===== src/rtl/imu_pkg.sv =====
// Shared types and constants for the inertial sensor reader.
//   state_t   : top-level sequencing FSM states
//   ADDR_*    : IMU data register addresses (read-form byte values)
//   CFG_WORDS : configuration writes issued once after reset, index 0 first
//   rd_cmd    : builds a 16-bit SPI read command for a register address
//   addr_of   : maps a read state to the register it fetches
package imu_pkg;

  typedef enum logic [2:0] {
    INIT_WAIT,
    CFG,
    IDLE,
    RD_PL,
    RD_PH,
    RD_AZL,
    RD_AZH,
    DONE
  } state_t;

  localparam logic [7:0] ADDR_PITCH_L = 8'hA2;
  localparam logic [7:0] ADDR_PITCH_H = 8'hA3;
  localparam logic [7:0] ADDR_AZ_L    = 8'hAC;
  localparam logic [7:0] ADDR_AZ_H    = 8'hAD;

  localparam int unsigned NUM_CFG = 4;
  localparam int unsigned CFG_IDX_W = 2;

  // INT enable, accel 208Hz, gyro 208Hz, rounding; index 0 is sent first
  localparam logic [NUM_CFG-1:0][15:0] CFG_WORDS = {
    16'h1460, 16'h1150, 16'h1053, 16'h0D02
  };

  // Only the low 7 address bits travel on the wire; bit 15 is the read flag
  function automatic logic [15:0] rd_cmd(input logic [6:0] addr);
    return {1'b1, addr, 8'h00};
  endfunction

  function automatic logic [6:0] addr_of(input state_t st);
    logic [6:0] a;
    a = ADDR_PITCH_L[6:0];
    case (st)
      RD_PL:   a = ADDR_PITCH_L[6:0];
      RD_PH:   a = ADDR_PITCH_H[6:0];
      RD_AZL:  a = ADDR_AZ_L[6:0];
      RD_AZH:  a = ADDR_AZ_H[6:0];
      default: a = ADDR_PITCH_L[6:0];
    endcase
    return a;
  endfunction

endpackage


===== src/rtl/imu_spi_master.sv =====
// SPI mode-3 master, one 16-bit frame per wrt pulse.
//   clk, rst  : clock, synchronous active-high reset
//   wrt, cmd  : start a frame shifting out cmd, MSB first
//   done      : one-cycle pulse once the frame and the inter-frame gap are over
//   rd_data   : the 16 MISO bits of the last frame
//   SS_n, SCLK, MOSI, MISO : IMU pins (SCLK idles high)
module imu_spi_master #(
  parameter int unsigned SCLK_DIV = 32
) (
  input  logic        clk,
  input  logic        rst,
  input  logic        wrt,
  input  logic [15:0] cmd,
  input  logic        MISO,
  output logic        done,
  output logic [15:0] rd_data,
  output logic        SS_n,
  output logic        SCLK,
  output logic        MOSI
);

  localparam int unsigned HALF  = SCLK_DIV / 2;
  localparam int unsigned DIV_W = (HALF > 1) ? $clog2(HALF) : 1;
  localparam int unsigned BIT_W = 5;

  typedef enum logic [2:0] {
    P_IDLE,
    P_FRONT,
    P_LOW,
    P_HIGH,
    P_GAP
  } phase_t;

  phase_t             phase;
  logic [DIV_W-1:0]   div_cnt;
  logic [BIT_W-1:0]   bit_cnt;
  logic [15:0]        shreg;
  logic               div_last;

  assign div_last = (div_cnt == DIV_W'(HALF - 1));

  // Each non-idle phase lasts HALF clks; the high half after the 16th rise
  // doubles as the back porch.
  always_ff @(posedge clk) begin
    if (rst) begin
      phase   <= P_IDLE;
      div_cnt <= '0;
      bit_cnt <= '0;
      shreg   <= '0;
      rd_data <= '0;
      done    <= 1'b0;
      SS_n    <= 1'b1;
      SCLK    <= 1'b1;
      MOSI    <= 1'b0;
    end else begin
      done    <= 1'b0;
      div_cnt <= div_last ? '0 : div_cnt + DIV_W'(1);
      case (phase)
        P_IDLE: begin
          div_cnt <= '0;
          if (wrt) begin
            SS_n    <= 1'b0;
            shreg   <= cmd;
            bit_cnt <= '0;
            phase   <= P_FRONT;
          end
        end
        P_FRONT: begin
          if (div_last) begin
            SCLK  <= 1'b0;
            MOSI  <= shreg[15];
            phase <= P_LOW;
          end
        end
        P_LOW: begin
          // Rising edge: sample MISO into the vacated LSB
          if (div_last) begin
            SCLK    <= 1'b1;
            shreg   <= {shreg[14:0], MISO};
            bit_cnt <= bit_cnt + BIT_W'(1);
            phase   <= P_HIGH;
          end
        end
        P_HIGH: begin
          if (div_last) begin
            if (bit_cnt == BIT_W'(16)) begin
              SS_n    <= 1'b1;
              MOSI    <= 1'b0;
              rd_data <= shreg;
              phase   <= P_GAP;
            end else begin
              SCLK  <= 1'b0;
              MOSI  <= shreg[15];
              phase <= P_LOW;
            end
          end
        end
        P_GAP: begin
          if (div_last) begin
            done  <= 1'b1;
            phase <= P_IDLE;
          end
        end
        default: phase <= P_IDLE;
      endcase
    end
  end

endmodule


===== src/rtl/inertial_sensor_reader.sv =====
// IMU front end: configures the IMU over SPI, then on each data-ready
// interrupt reads pitch rate and Z acceleration and presents them together.
//   clk, rst   : clock, synchronous active-high reset
//   INT        : asynchronous IMU data-ready level
//   MISO/SS_n/SCLK/MOSI : SPI pins
//   vld        : one-cycle strobe when ptch_rt/AZ update
//   ptch_rt, AZ: signed raw samples, held between strobes
//   init_done  : high once configuration has completed
module inertial_sensor_reader
  import imu_pkg::*;
#(
  parameter int unsigned SCLK_DIV      = 32,
  parameter int unsigned INIT_WAIT_CYC = 65536
) (
  input  logic        clk,
  input  logic        rst,
  input  logic        INT,
  input  logic        MISO,
  output logic        SS_n,
  output logic        SCLK,
  output logic        MOSI,
  output logic        vld,
  output logic [15:0] ptch_rt,
  output logic [15:0] AZ,
  output logic        init_done
);

  localparam int unsigned CNT_W = $clog2(INIT_WAIT_CYC + 1);

  state_t               state;
  logic [CNT_W-1:0]     init_cnt;
  logic [CFG_IDX_W-1:0] cfg_idx;
  logic                 busy;
  logic                 wrt;
  logic [15:0]          cmd;
  logic                 int_meta;
  logic                 int_s;
  logic [7:0]           pl, ph, azl, azh;
  logic                 spi_done;
  logic [15:0]          spi_rd_data;
  logic [7:0]           rd_byte;
  logic [7:0]           unused_rd_hi;

  // Command echo bits of a read frame carry no data
  assign rd_byte      = spi_rd_data[7:0];
  assign unused_rd_hi = spi_rd_data[15:8];

  imu_spi_master #(
    .SCLK_DIV (SCLK_DIV)
  ) u_spi (
    .clk     (clk),
    .rst     (rst),
    .wrt     (wrt),
    .cmd     (cmd),
    .MISO    (MISO),
    .done    (spi_done),
    .rd_data (spi_rd_data),
    .SS_n    (SS_n),
    .SCLK    (SCLK),
    .MOSI    (MOSI)
  );

  // INT synchroniser
  always_ff @(posedge clk) begin
    if (rst) begin
      int_meta <= 1'b0;
      int_s    <= 1'b0;
    end else begin
      int_meta <= INT;
      int_s    <= int_meta;
    end
  end

  // Sequencer; busy marks a frame issued and awaiting spi_done. Bytes land in
  // holding registers so the outputs only ever change together on vld.
  always_ff @(posedge clk) begin
    if (rst) begin
      state     <= INIT_WAIT;
      init_cnt  <= '0;
      cfg_idx   <= '0;
      busy      <= 1'b0;
      wrt       <= 1'b0;
      cmd       <= '0;
      pl        <= '0;
      ph        <= '0;
      azl       <= '0;
      azh       <= '0;
      vld       <= 1'b0;
      ptch_rt   <= '0;
      AZ        <= '0;
      init_done <= 1'b0;
    end else begin
      wrt <= 1'b0;
      vld <= 1'b0;
      case (state)
        INIT_WAIT: begin
          if (init_cnt == CNT_W'(INIT_WAIT_CYC - 1)) begin
            state   <= CFG;
            cfg_idx <= '0;
            busy    <= 1'b0;
          end else begin
            init_cnt <= init_cnt + CNT_W'(1);
          end
        end
        CFG: begin
          if (!busy) begin
            wrt  <= 1'b1;
            cmd  <= CFG_WORDS[cfg_idx];
            busy <= 1'b1;
          end else if (spi_done) begin
            busy <= 1'b0;
            if (cfg_idx == CFG_IDX_W'(NUM_CFG - 1)) begin
              init_done <= 1'b1;
              state     <= IDLE;
            end else begin
              cfg_idx <= cfg_idx + CFG_IDX_W'(1);
            end
          end
        end
        IDLE: begin
          if (int_s) state <= RD_PL;
        end
        RD_PL, RD_PH, RD_AZL, RD_AZH: begin
          if (!busy) begin
            wrt  <= 1'b1;
            cmd  <= rd_cmd(addr_of(state));
            busy <= 1'b1;
          end else if (spi_done) begin
            busy <= 1'b0;
            case (state)
              RD_PL:   begin pl  <= rd_byte; state <= RD_PH;  end
              RD_PH:   begin ph  <= rd_byte; state <= RD_AZL; end
              RD_AZL:  begin azl <= rd_byte; state <= RD_AZH; end
              default: begin azh <= rd_byte; state <= DONE;   end
            endcase
          end
        end
        DONE: begin
          ptch_rt <= {ph, pl};
          AZ      <= {azh, azl};
          vld     <= 1'b1;
          state   <= IDLE;
        end
        default: state <= INIT_WAIT;
      endcase
    end
  end

endmodule


===== config.mk =====
export PLATFORM = sky130hd
export DESIGN_NAME = inertial_sensor_reader
export DESIGN_NICKNAME = d
export VERILOG_FILES = /design/src/rtl/imu_pkg.sv /design/src/rtl/imu_spi_master.sv /design/src/rtl/inertial_sensor_reader.sv
export SDC_FILE = /design/constraint.sdc
export NUM_CORES = 1
export LEC_CHECK = 0
export CAP_MARGIN = 30
export CORE_UTILIZATION = 45
export DETAILED_ROUTE_END_ITERATION = 7
export PLACE_DENSITY = 0.61
export SYNTH_ARGS = -nofsm -noshare
export SYNTH_HDL_FRONTEND = slang
export SYNTH_SLANG_ARGS = --single-unit

===== constraint.sdc =====
create_clock -name clk -period 3.3 [get_ports clk]
set_clock_uncertainty 0.2 [all_clocks]
set_input_delay 0.495 -clock clk [delete_from_list [all_inputs] [get_ports clk]]
set_output_delay 0.495 -clock clk [all_outputs]
set_load 0.01 [all_outputs]

# Yosys cells after proc, flatten, opt, wreduce, memory -nomap -nowiden
# Cells that the tools add are included.
# W data, S select, Z words.
word_totals:
  in_bits: 4
  ff_bits: 148
classes:
  n_reduce_logical: 31
  order_cmp: 1
  n_mux: 53
  bitwise: 4
  eq_ne: 32
  n_addsub: 4
ops:
  columns: ["op", "n"]
  rows:
  - ["$mux W16", 5]
  - ["$pmux W16 S2", 2]
  - ["$mux W3", 13]
  - ["$bmux W16 S2", 1]
  - ["$pmux W3 S5", 2]
  - ["$reduce_and A4 Y1", 6]
  - ["$ne A2 B2 Y1 const B", 10]
  - ["$add A17 B1 Y17 const B", 1]
  - ["$eq A17 B16 Y1 const B", 1]
  - ["$mux W1", 16]
  - ["$eq A3 B3 Y1 const B", 5]
  - ["$reduce_and A5 Y1", 3]
  - ["$ne A2 B1 Y1 const B", 7]
  - ["$eq A3 B2 Y1 const B", 4]
  - ["$pmux W4 S3", 1]
  - ["$reduce_and A3 Y1", 4]
  - ["$reduce_bool A2 Y1", 6]
  - ["$mux W5", 2]
  - ["$pmux W5 S2", 1]
  - ["$mux W2", 4]
  - ["$reduce_and A7 Y1", 1]
  - ["$eq A3 B1 Y1 const B", 2]
  - ["$logic_not A3 Y1", 2]
  - ["$pmux W1 S2", 3]
  - ["17 further kinds", 23]

# Depth between registers and ports, before layout
logic_depth:
  depth_word: 5
  depth_mapped: 9
  mapped_depth_nobuf: 8

# Cells and area by module
# From an unflattened synthesis, not the netlist that was laid out.
unflattened:
  hier_cells: 699
  area_unflattened_um2: 6274.8
modules_own_cells:
  columns: ["mod", "area_per_inst_um2", "cells_each", "instances"]
  rows:
  - ["inertial_sensor_reader", 3991.3, 462, 1]
  - ["imu_spi_master", 2283.4, 237, 1]

# Worst setup path before layout
# Ideal clock, no wire load.
synth_timing:
  path_kind: "reg2reg"
  startpoint: "register init_cnt[0]"
  endpoint: "register init_cnt[9]"
  synth_period_minus_slack_ps: 2151
  required_ps: 2979
  n_path_buf: 0
  t_arrival_ps: 1830
  setup_slack_ps: 1149
  path_stages_with_launch: 9
  cell_sequence: "dfxtp_1 > ha_1 > nand3_1 > nor4_1 > ha_1 > nor4_4 > and2_0 > and4_1 > mux2_2"
synth_between:
  elab_chain_cells: 3
synth_rtl:
  columns: ["item", "line_no", "rtl"]
  rows:
  - ["start: declaration", "inertial_sensor_reader.sv:31", "logic [CNT_W-1:0] init_cnt;"]
  - ["start signal: assignment", "inertial_sensor_reader.sv:102", "init_cnt <= init_cnt + CNT_W'(1);"]
  - ["branches (longest 3 deep; another with $add A17 B1 Y17)", null, null]
# Several ways; the timed one is not identified.
# A chain may end at the register's enable or synchronous reset.

# Worst setup path after layout
# Same ends and word-level chain as after synthesis.

==> metrics.cfg <==
[outcome]
status=complete, no violations

[logic_synthesis]
synth_cells=636
ys_warn_count=0
ys_async_sr_fraction=0
synth_flop_cell=dfxtp_1
post-synth-top-area-cell=dfxtp_1
yosysTopAreaCellShare=0.497
syn_area_per_cell_um2=8.98
synth_area_leaders=dfxtp_1 50%, mux2i_1 8.6%, nor2_1 6.0%
netlist_area_um2=5710
synth_edf_count=0
ys_seq_area_frac=0.497
ys_seq_elements=142
synthesis.nets=649
synth_cell_type_count=53

[sta]
fin_crit_ps=2520
max_slew.worst_pin.slew_ps=809
clock.fmax_ghz=0.396
timing.hold.ws_ps=237
fin_tns_setup_ps=0
finalSetupViolCount=0
slew_headroom=0.461
hold_viol=0
final_max_slew_viol_count=0
fin_crit_sh=0.764
rsz0062_at_grt=false

[place]
gp_congestion=0.748
dpl.cell_count=811
numPortBuffers=40
dp.final_hpwl_mm=7.67

[critical_path]
r2r_slack_ps=780
critPathLaunch=init_cnt[0]
r2r-start=init_cnt[0]
path_max_fanout=8
crit_path_end_kind=flip-flop
cp.arrival_ps=2630
r2r-end=init_cnt[9]
start_kind=flip-flop
crit_type=flip-flop to flip-flop
reg2reg_depth=8
worstPathRequired_ps=3410

[run]
maxCapViolations=0

[global_routing]
grt_start_max_net_pins=76
grt_usage=0.195
overflow=0
grt_pass1_wl_mm=19.9
antenna_found_initial=0
grt_pass1_vias=4178

[clocking]
cts.repair.resized=0
cts_hold_buf=0
path_clk_slew_ps=60
post_cts_buffers=0
clk_latency_ps=420
clock-root-buffer=clkbuf_16
clock_sinks=142
clockBufferDepth=2
h-tree-depth=4
cts_tree=yes
cts_buffers=17

[power]
p_total_w=0.00364
ir_worst_vdd_uv=355
powerDensity_nw_per_um2=537
p_leak_nw=2.46

[final_layout]
final.fill_count=1142
nets=675
syn2layout_area_growth_pct=18.6
layout-drive-gt1-share=0.0757
fin_util=0.555
multiInputGateArea_um2=2640
final_common_cell=dfxtp_1
stdcell_count=842
insertedDiodeCount=0
final_cell_mix=142 x dfxtp_1, 92 x nor2_1, 88 x nand2_1
regArea_um2=2840

[detailed_routing]
vias=4361
drt_iter0_markers=219
route.detailed.drc=0
totalWireLength_mm=11.6
via_per_inst=5.18
routedWlPerCell_um=13.7
antenna_left=0
drt_pass1_iterations=4

[floorplan]
die_area_um2=13200
dieWidth_um=115
die_h_um=115
start_util=0.468
num_io_pins=41
core.rowCount=40
design.core.area_um2=12200

[worst_hold_path]
min_path_cells=1
whs_endpoint=int_s
min_path_type=flip-flop to flip-flop
hp-start=int_meta

[cells by family after synthesis]
group,count (synthesis),share of synthesized area
and+or+nand+nor,269,0.226
DFF,142,0.497
AOI/OAI and AO/OA,100,0.107
buffers and inverters,52,0.0405
muxes,50,0.0878
xor gates and xnor gates,14,0.0215
adders and majority gates,9,0.0197
[worst max path at each step]
stage                         endpoint  slack [ps]  depth (start not counted)
after floorplan            init_cnt[9]        1150                          8
after global placement     init_cnt[9]         860                          8
after detailed placement   init_cnt[9]         790                          8
after CTS                  init_cnt[9]         780                          8
after global routing      init_cnt[15]         590                          8
final                      init_cnt[9]         780                          8
[critical path, stage by stage, from the launching register on]
cell     delay (ps)
dfxtp_1         330
ha_1            290
nand3_1         120
nor4_1           50
ha_1            270
nor4_4          410
and2_0          200
and4_1          200
mux2_2          330
[per-stage QoR]
step | instance area [um^2] | worst slack [ps]
after CTS | 6780 | 776
after global routing | 6780 | 592
final | 6780 | 777
after global placement | 6180 | 863
after floorplan | 5710 | 1150
after detailed placement | 6190 | 790
[cell type report]
cell class | count | share of cell area
sequential | 142 | 0.419
timing repair buffer | 48 | 0.0676
tap | 168 | 0.0310
inverter | 11 | 0.00609
clock inverter | 9 | 0.0162
clock buffer | 22 | 0.0700
multi-input combinational | 442 | 0.390
[synth_stat cells (all sizes together) (9+ instances only)]
master,number
dfxtp,142
nand4,10
a211oi,15
xor2,11
a21oi,58
nand2,88
nor2,92
nand3,20
ha,9
mux2i,49
nor3,16
inv,11
buf,17
clkbuf,24
[registers in the layout, indices dropped and copies added, names as in the netlist, 2 cells and up]
register,flops
ptch_rt,16
u_spi.rd_data,8
pl,8
azl,8
cfg_idx,2
u_spi.phase,3
init_cnt,17
AZ,16
cmd,10
u_spi.bit_cnt,5
ph,8
azh,8
u_spi.div_cnt,4
u_spi.shreg,16
state,3
[metal layers]
metal / routed length (um) / share of wire / up-vias / track usage
met1: 5780 / 0.50 / 2073 / 0.256
met3: 313 / 0.027 / 20 / 0.0508
li1: - / - / 2223 / -
met4: 220 / 0.019 / 0 / 0.0857
met5: 0 / 0 / - / 0
met2: 5230 / 0.45 / 45 / 0.302
[power by group]
group          internal, W  switching (W)  total [W]
combinational    0.0000109      0.0000321  0.0000430
sequential         0.00172     0.00000368    0.00172
clock              0.00117       0.000707    0.00187
No activity file was read; power rests on OpenSTA's default activity.
